## src/rtl/mc_control_ext.sv

```systemverilog
// Multicycle main control FSM for the MIPS datapath.
// Sequences fetch/decode/execute/memory/writeback with memory-ready wait states.
module mc_control_ext #(
   parameter int EXT_OPS   = 1,
   parameter int USE_READY = 1
) (
   input  logic       clk,
   input  logic       reset,
   input  logic [5:0] op,
   input  logic       mem_ready,
   output logic       pc_write,
   output logic       mem_write,
   output logic       mem_read,
   output logic       ir_write,
   output logic       reg_write,
   output logic       alu_src_a,
   output logic       branch,
   output logic       nef,
   output logic       iord,
   output logic [1:0] mem_to_reg,
   output logic [1:0] reg_dst,
   output logic [1:0] alu_src_b,
   output logic [1:0] pc_src,
   output logic [2:0] alu_op,
   output logic       illegal_op,
   output logic [4:0] state_out
);

   localparam logic [4:0] FETCH  = 5'd0;
   localparam logic [4:0] DECODE = 5'd1;
   localparam logic [4:0] MEMADR = 5'd2;
   localparam logic [4:0] MEMRD  = 5'd3;
   localparam logic [4:0] MEMWB  = 5'd4;
   localparam logic [4:0] MEMWR  = 5'd5;
   localparam logic [4:0] EXEC   = 5'd6;
   localparam logic [4:0] ALUWB  = 5'd7;
   localparam logic [4:0] BEQ    = 5'd8;
   localparam logic [4:0] ADDIEX = 5'd9;
   localparam logic [4:0] IWB    = 5'd10;
   localparam logic [4:0] JUMP   = 5'd11;
   localparam logic [4:0] BNE    = 5'd12;
   localparam logic [4:0] ANDIEX = 5'd13;
   localparam logic [4:0] ORIEX  = 5'd14;
   localparam logic [4:0] SLTIEX = 5'd15;
   localparam logic [4:0] JAL    = 5'd16;

   localparam logic EXT = (EXT_OPS != 0);

   logic [4:0] state, next_state, dec_state;
   logic       dec_legal;
   logic       ready;

   // With the handshake disabled, every memory access completes immediately.
   assign ready = (USE_READY != 0) ? mem_ready : 1'b1;

   always_comb begin
      dec_state = FETCH;
      dec_legal = 1'b1;
      case (op)
         6'h00:        dec_state = EXEC;
         6'h23, 6'h2B: dec_state = MEMADR;
         6'h04:        dec_state = BEQ;
         6'h05:        dec_state = BNE;
         6'h08:        dec_state = ADDIEX;
         6'h02:        dec_state = JUMP;
         6'h0C:        begin dec_state = EXT ? ANDIEX : FETCH; dec_legal = EXT; end
         6'h0D:        begin dec_state = EXT ? ORIEX  : FETCH; dec_legal = EXT; end
         6'h0A:        begin dec_state = EXT ? SLTIEX : FETCH; dec_legal = EXT; end
         6'h03:        begin dec_state = EXT ? JAL    : FETCH; dec_legal = EXT; end
         default:      dec_legal = 1'b0;
      endcase
   end

   always_comb begin
      next_state = FETCH;
      case (state)
         FETCH:  next_state = ready ? DECODE : FETCH;
         DECODE: next_state = dec_state;
         MEMADR: next_state = (op == 6'h23) ? MEMRD : MEMWR;
         MEMRD:  next_state = ready ? MEMWB : MEMRD;
         MEMWR:  next_state = ready ? FETCH : MEMWR;
         EXEC:   next_state = ALUWB;
         ADDIEX, ANDIEX, ORIEX, SLTIEX: next_state = IWB;
         default: next_state = FETCH;
      endcase
   end

   always_ff @(posedge clk) begin
      if (reset) state <= FETCH;
      else       state <= next_state;
   end

   always_comb begin
      pc_write   = 1'b0;
      mem_write  = 1'b0;
      mem_read   = 1'b0;
      ir_write   = 1'b0;
      reg_write  = 1'b0;
      alu_src_a  = 1'b0;
      branch     = 1'b0;
      nef        = 1'b0;
      iord       = 1'b0;
      mem_to_reg = 2'b00;
      reg_dst    = 2'b00;
      alu_src_b  = 2'b00;
      pc_src     = 2'b00;
      alu_op     = 3'b000;
      case (state)
         FETCH: begin
            mem_read  = 1'b1;
            alu_src_b = 2'b01;
            ir_write  = ready;
            pc_write  = ready;
         end
         DECODE: alu_src_b = 2'b11;
         MEMADR: begin alu_src_a = 1'b1; alu_src_b = 2'b10; end
         MEMRD:  begin mem_read = 1'b1; iord = 1'b1; end
         MEMWB:  begin reg_write = 1'b1; mem_to_reg = 2'b01; end
         MEMWR:  begin mem_write = 1'b1; iord = 1'b1; end
         EXEC:   begin alu_src_a = 1'b1; alu_op = 3'b010; end
         ALUWB:  begin reg_write = 1'b1; reg_dst = 2'b01; end
         BEQ, BNE: begin
            alu_src_a = 1'b1;
            branch    = 1'b1;
            pc_src    = 2'b01;
            alu_op    = 3'b001;
            nef       = (state == BNE);
         end
         ADDIEX, ANDIEX, ORIEX, SLTIEX: begin
            alu_src_a = 1'b1;
            alu_src_b = 2'b10;
            case (state)
               ANDIEX:  alu_op = 3'b011;
               ORIEX:   alu_op = 3'b100;
               SLTIEX:  alu_op = 3'b101;
               default: alu_op = 3'b000;
            endcase
         end
         IWB:  reg_write = 1'b1;
         JUMP: begin pc_write = 1'b1; pc_src = 2'b10; end
         JAL: begin
            pc_write   = 1'b1;
            pc_src     = 2'b10;
            reg_write  = 1'b1;
            reg_dst    = 2'b10;
            mem_to_reg = 2'b10;
         end
         default: ;
      endcase
   end

   assign illegal_op = (state == DECODE) && !dec_legal;
   assign state_out  = state;

endmodule

```

## config.mk

```make
export PLATFORM = sky130hd
export DESIGN_NAME = mc_control_ext
export DESIGN_NICKNAME = d
export VERILOG_FILES = /design/src/rtl/mc_control_ext.sv
export SDC_FILE = /design/constraint.sdc
export NUM_CORES = 1
export LEC_CHECK = 0
export BUFFER_PORTS_ARGS = -buffer_cell sky130_fd_sc_hd__clkbuf_2
export CAP_MARGIN = 20
export CORE_MARGIN = 3
export CORE_UTILIZATION = 37
export DETAILED_ROUTE_END_ITERATION = 8
export PLACE_DENSITY_LB_ADDON = 0.3
export SKIP_LAST_GASP = 1
export SYNTH_ARGS = -nofsm -noshare
export SYNTH_HDL_FRONTEND = slang
export SYNTH_SLANG_ARGS = --single-unit
```

## constraint.sdc

```tcl
create_clock -name clk -period 3.6 [get_ports clk]
set_input_delay 0.54 -clock clk [delete_from_list [all_inputs] [get_ports clk]]
set_output_delay 0.54 -clock clk [all_outputs]
set_load 0.02 [all_outputs]
```

After elaboration in Yosys (flattened, before gate mapping)
Index checks and enable logic that the tools add are counted.

Eq/ne operators: 26. Muxes and demuxes: 22. Reduce and logical (&&, ||, !) cells: 14.

Operators with widths (number): $pmux 5 s10 (1); $eq 5x4->1 const B (8); $pmux 5 s7 (1); $eq 6x4->1 const B (4); $eq 5x3->1 const B (4); $pmux 3 s3 (2); $eq 6x2->1 const B (2); $eq 6x3->1 const B (2); $eq 6x6->1 const B (2); $pmux 2 s2 (3); $reduce_or 11->1 (1); $eq 5x2->1 const B (2); $mux 1 (10); $reduce_or 2->1 (5); $mux 3 (3); $reduce_or 4->1 (2); $reduce_or 8->1 (1); $logic_not 6->1 (1); $pmux 2 s3 (1); $eq 5x1->1 const B (1); $eq 5x5->1 const B (1); $logic_not 5->1 (1); $reduce_or 5->1 (1); $pmux 1 s2 (1); 2 further kinds (2).

Output and inout port bits: 26. Flip-flop bits (word level): 5. Word-level logic and storage cells: 63. Input port bits: 9.

Depth between registers and ports, before layout
Depth after elaboration: 5. Mapped depth: 6. Gate-level depth less buffers: 4.

Worst setup path before layout
Ideal clock, no wire load.

Path type: reg2out. Start: register state[0] (netlist: state_out[0]). End: output port illegal_op. Buffers on the path: 1. Arrival: 1549 ps. Required time: 3060 ps. Slack: 1511 ps. Stages on the path, launching flop included: 5. Cell sequence: dfxtp_1 -> buf_2 -> and2b_1 -> and2_4 -> nor3b_1.

Longest elaborated chain between the ends: 2.

RTL lines: start: declaration (line 49) `logic [4:0] state, next_state, dec_state;`; start signal: assignment (line 90) `else state <= next_state;`; $eq 5x1->1 (line 152) `assign illegal_op = (state == DECODE) && !dec_legal;`; $logic_and 1x1->1 (line 152); end: declaration (line 25) `output logic illegal_op,`.

Every way passes these cells.

Final worst setup path
Start: register state[2] (netlist: state_out[2]). End: output port reg_write.

Longest elaborated chain between the ends: 3. Elaborated cells between the ends (all ways): 6. Those cells by class: eq/ne: 4; mux: 1; reduce/logical: 1.

RTL lines: $eq 5x5->1 (tied with other cells) (line 108) `case (state)`; $reduce_or 4->1 (no source line) *; $mux 1 * (line 108); end: declaration (line 15) `output logic reg_write,`.

Mark *: on every way between the ends. The rest lies on a longest branch, timed or not.

==> metrics.md <==
| Metric | Value |
|---|---|
| Status | `completed` |
| Critical Path Slowest Stage Cell | `dfxtp_1` |
| F_max | `404.3 MHz` |
| Layout cell share with drive strength beyond 1 | `33.57%` |
| Syn_nets | `121` |
| Max reg flops | `5` |
| Leak pwr | `0.0004298 µW` |
| Post-synth EDFFs | `0` |
| GRT Total Usage | `15.30%` |
| Final hold vios | `0` |
| Async SR Flop Fraction | `0%` |
| Min-Delay Path Class | `in -> reg` |
| Clk_skew | `0.001946 ns` |
| Peak VDD IR | `0.0001038 V` |
| Ant diodes | `0` |
| Most frequent cells in the layout | `34 x clkbuf_2, 9 x nor2_1, 9 x a21oi_1` |
| Worst R2R Setup Slack | `1.85 ns` |
| Synth cell types | `47` |
| Top-Level Pins | `35` |
| Hold path cells | `3` |
| Setup bufs post-CTS | `0` |
| Leading cell type in the layout, fill and taps excluded | `clkbuf_2` |
| Syn Area/Cell | `7.172 µm²` |
| Post-synth top area share | `12.46%` |
| Post-Synthesis Cells | `112` |
| # clock sinks | `5` |
| Antenna Violating Nets Remaining | `0` |
| Hold buffers post-CTS | `0` |
| Clk slew on worst S/H paths | `0.04 ns` |
| First-pass GRT wire length | `3305 µm` |
| Hold path endpoint | `state_out[3]` |
| Core Rows | `16` |
| Critical Path AT | `1.93 ns` |
| Number of global-route vias before repair | `793` |
| CP cell instances | `nand2b_2 > o21a_1 > o22a_1 > o21bai_1 > clkbuf_2` |
| Largest net degree at the start of global routing | `24` |
| Post-CTS Resized | `0` |
| Reg-to-Reg Start | `state_out[1]` |
| Final Setup Violations | `0` |
| Sequential area share after synthesis | `12.46%` |
| Avg Vias per Cell | `5.605` |
| Via count | `936` |
| Final period utilization | `68.71%` |
| Yosys top cell by area | `dfxtp_1` |
| Fin crit period | `2.473 ns` |
| Worst Tran Pin Value | `0.7496 ns` |
| Critical path startpoint category | `register` |
| Max_slew headroom | `49.96%` |
| Hpwl dp | `1545 µm` |
| Core Area | `2002 µm²` |
| Clk_lat worst skew | `0.24 ns` |
| Root buf cell | `clkbuf_4` |
| Die width | `52.60 µm` |
| Unrepaired setup endpoints after global routing | `no` |
| Die Footprint | `2766 µm²` |
| Max Cap Viol | `0` |
| CTS tree | `built` |
| Worst-path fanout max | `23` |
| Pwr Density | `189.7 nW/µm²` |
| Num CTS Buffers | `3` |
| Area Overhead vs Synth | `20.41%` |
| WL/cell | `12.52 µm` |
| Hold path startpoint | `reset` |
| Yosys reg bits | `5` |
| Critical Path RT | `3.06 ns` |
| Residual DRC | `0` |
| Synth warn | `0` |
| Worst R2R Path Depth | `4` |
| Synth area leaders | `dfxtp_1 12%, a21oi_1 5.6%, and3_1 4.7%` |
| Max-slew violation count | `0` |
| DRT iter0 DRCs | `17` |
| Mapped Area | `803.3 µm²` |
| Htree depth | `1` |
| Die H | `52.60 µm` |
| Critical path's top delay family | `flip-flops` |
| Final nets | `150` |
| Initial Utilization | `40.12%` |
| Most used DFF post-synth | `dfxtp_1` |
| Routed WL | `2091 µm` |
| Setup TNS | `0 ns` |
| Placed cell count | `163` |
| Final estimated routing congestion in global placement | `0.8451` |
| Buf/Inv on CP | `1` |
| Gr ovfl total | `0` |
| PortBufs | `34` |
| DR pass1 iterations | `4` |
| Final std cells w/o fill | `167` |
| Worst Path Class, Setup | `reg -> out` |
| FF-to-FF End | `state_out[2]` |
| Largest stage delay, worst path | `0.80 ns` |
| Fillers | `215` |
| Initial antenna violation count | `0` |
| Clk buf depth | `2` |
| CP Capture Type | `primary output` |
==> how the worst max path moves through the flow <==
stage                             from          to  slack, ns  cells past startpoint
final                     state_out[2]   reg_write       1.13                      5
after detailed placement  state_out[2]   reg_write       1.40                      5
after global routing      state_out[2]   reg_write       1.02                      5
after CTS                 state_out[2]   reg_write       1.13                      5
after global placement    state_out[0]  illegal_op       1.44                      4
after floorplan           state_out[0]  illegal_op       1.51                      4
==> worst register-to-register path, delay by kind of cell (launching register included) <==
kind | cells | cell delay [ns]
DFF | 1 | 0.72
AOI/OAI and AO/OA | 2 | 0.25
and+or+nand+nor | 2 | 0.70
==> synth_stat cells, drive strengths merged (2+ instances only) <==
library cell / instances
nand2: 4
a31oi: 2
nand2b: 6
nand3: 7
a21boi: 2
nor2b: 2
inv: 2
and2b: 2
nand3b: 4
or2: 2
and3: 6
nor2: 9
nor3b: 5
buf: 9
o21ai: 4
nor3: 8
a21oi: 9
dfxtp: 5
nor4: 2
==> per-layer routing <==
metal	vias up	track usage [%]	routed length, µm
met1	433	19.42	976
met3	2	1.709	111
met5	-	0	0
met2	31	26.03	993
li1	470	-	-
met4	0	5.957	10
==> where the power goes <==
group / switching [µW] / internal (µW)
sequential: 6.43 / 56.7
clock: 22.4 / 41.9
combinational: 32.2 / 23.9
total: 61.1 / 122
==> metrics by stage <==
stage	utilization [%]	setup WS, ns	hold WS (ns)	power (µW)	instance area, µm²
after CTS	48.31	1.129	0.5934	186.5	967.2
after floorplan	-	1.511	0.7345	101.6	803.3
after global placement	47.00	1.444	0.7475	119.0	940.9
final	48.31	1.127	0.5993	183.5	967.2
after detailed placement	47.00	1.397	0.7557	119.8	940.9
after global routing	48.31	1.017	0.6054	194.8	967.2
==> layout make-up <==
type / count / area [µm²] / share of cell area, %
Clock buffer: 4 / 26.28 / 2.717
Inverter: 2 / 7.507 / 0.7762
Multi-Input combinational cell: 95 / 629.4 / 65.07
Sequential cell: 5 / 100.1 / 10.35
Tap cell: 27 / 33.78 / 3.493
Timing Repair Buffer: 34 / 170.2 / 17.59
==> logic make-up (layout without fill, tap and decap cells) <==
family                 Yosys count  in the layout  share of synthesized area, %
AO/OA/AOI/OAI                   27             27                         23.83
XOR/XNOR                         1              1                         1.091
buffers and inverters           12             40                         9.189
flip-flops                       5              5                         12.46
multiplexers                     2              2                         2.648
AND/OR/NAND/NOR                 65             65                         50.78
(Power assumes the default switching activity.)
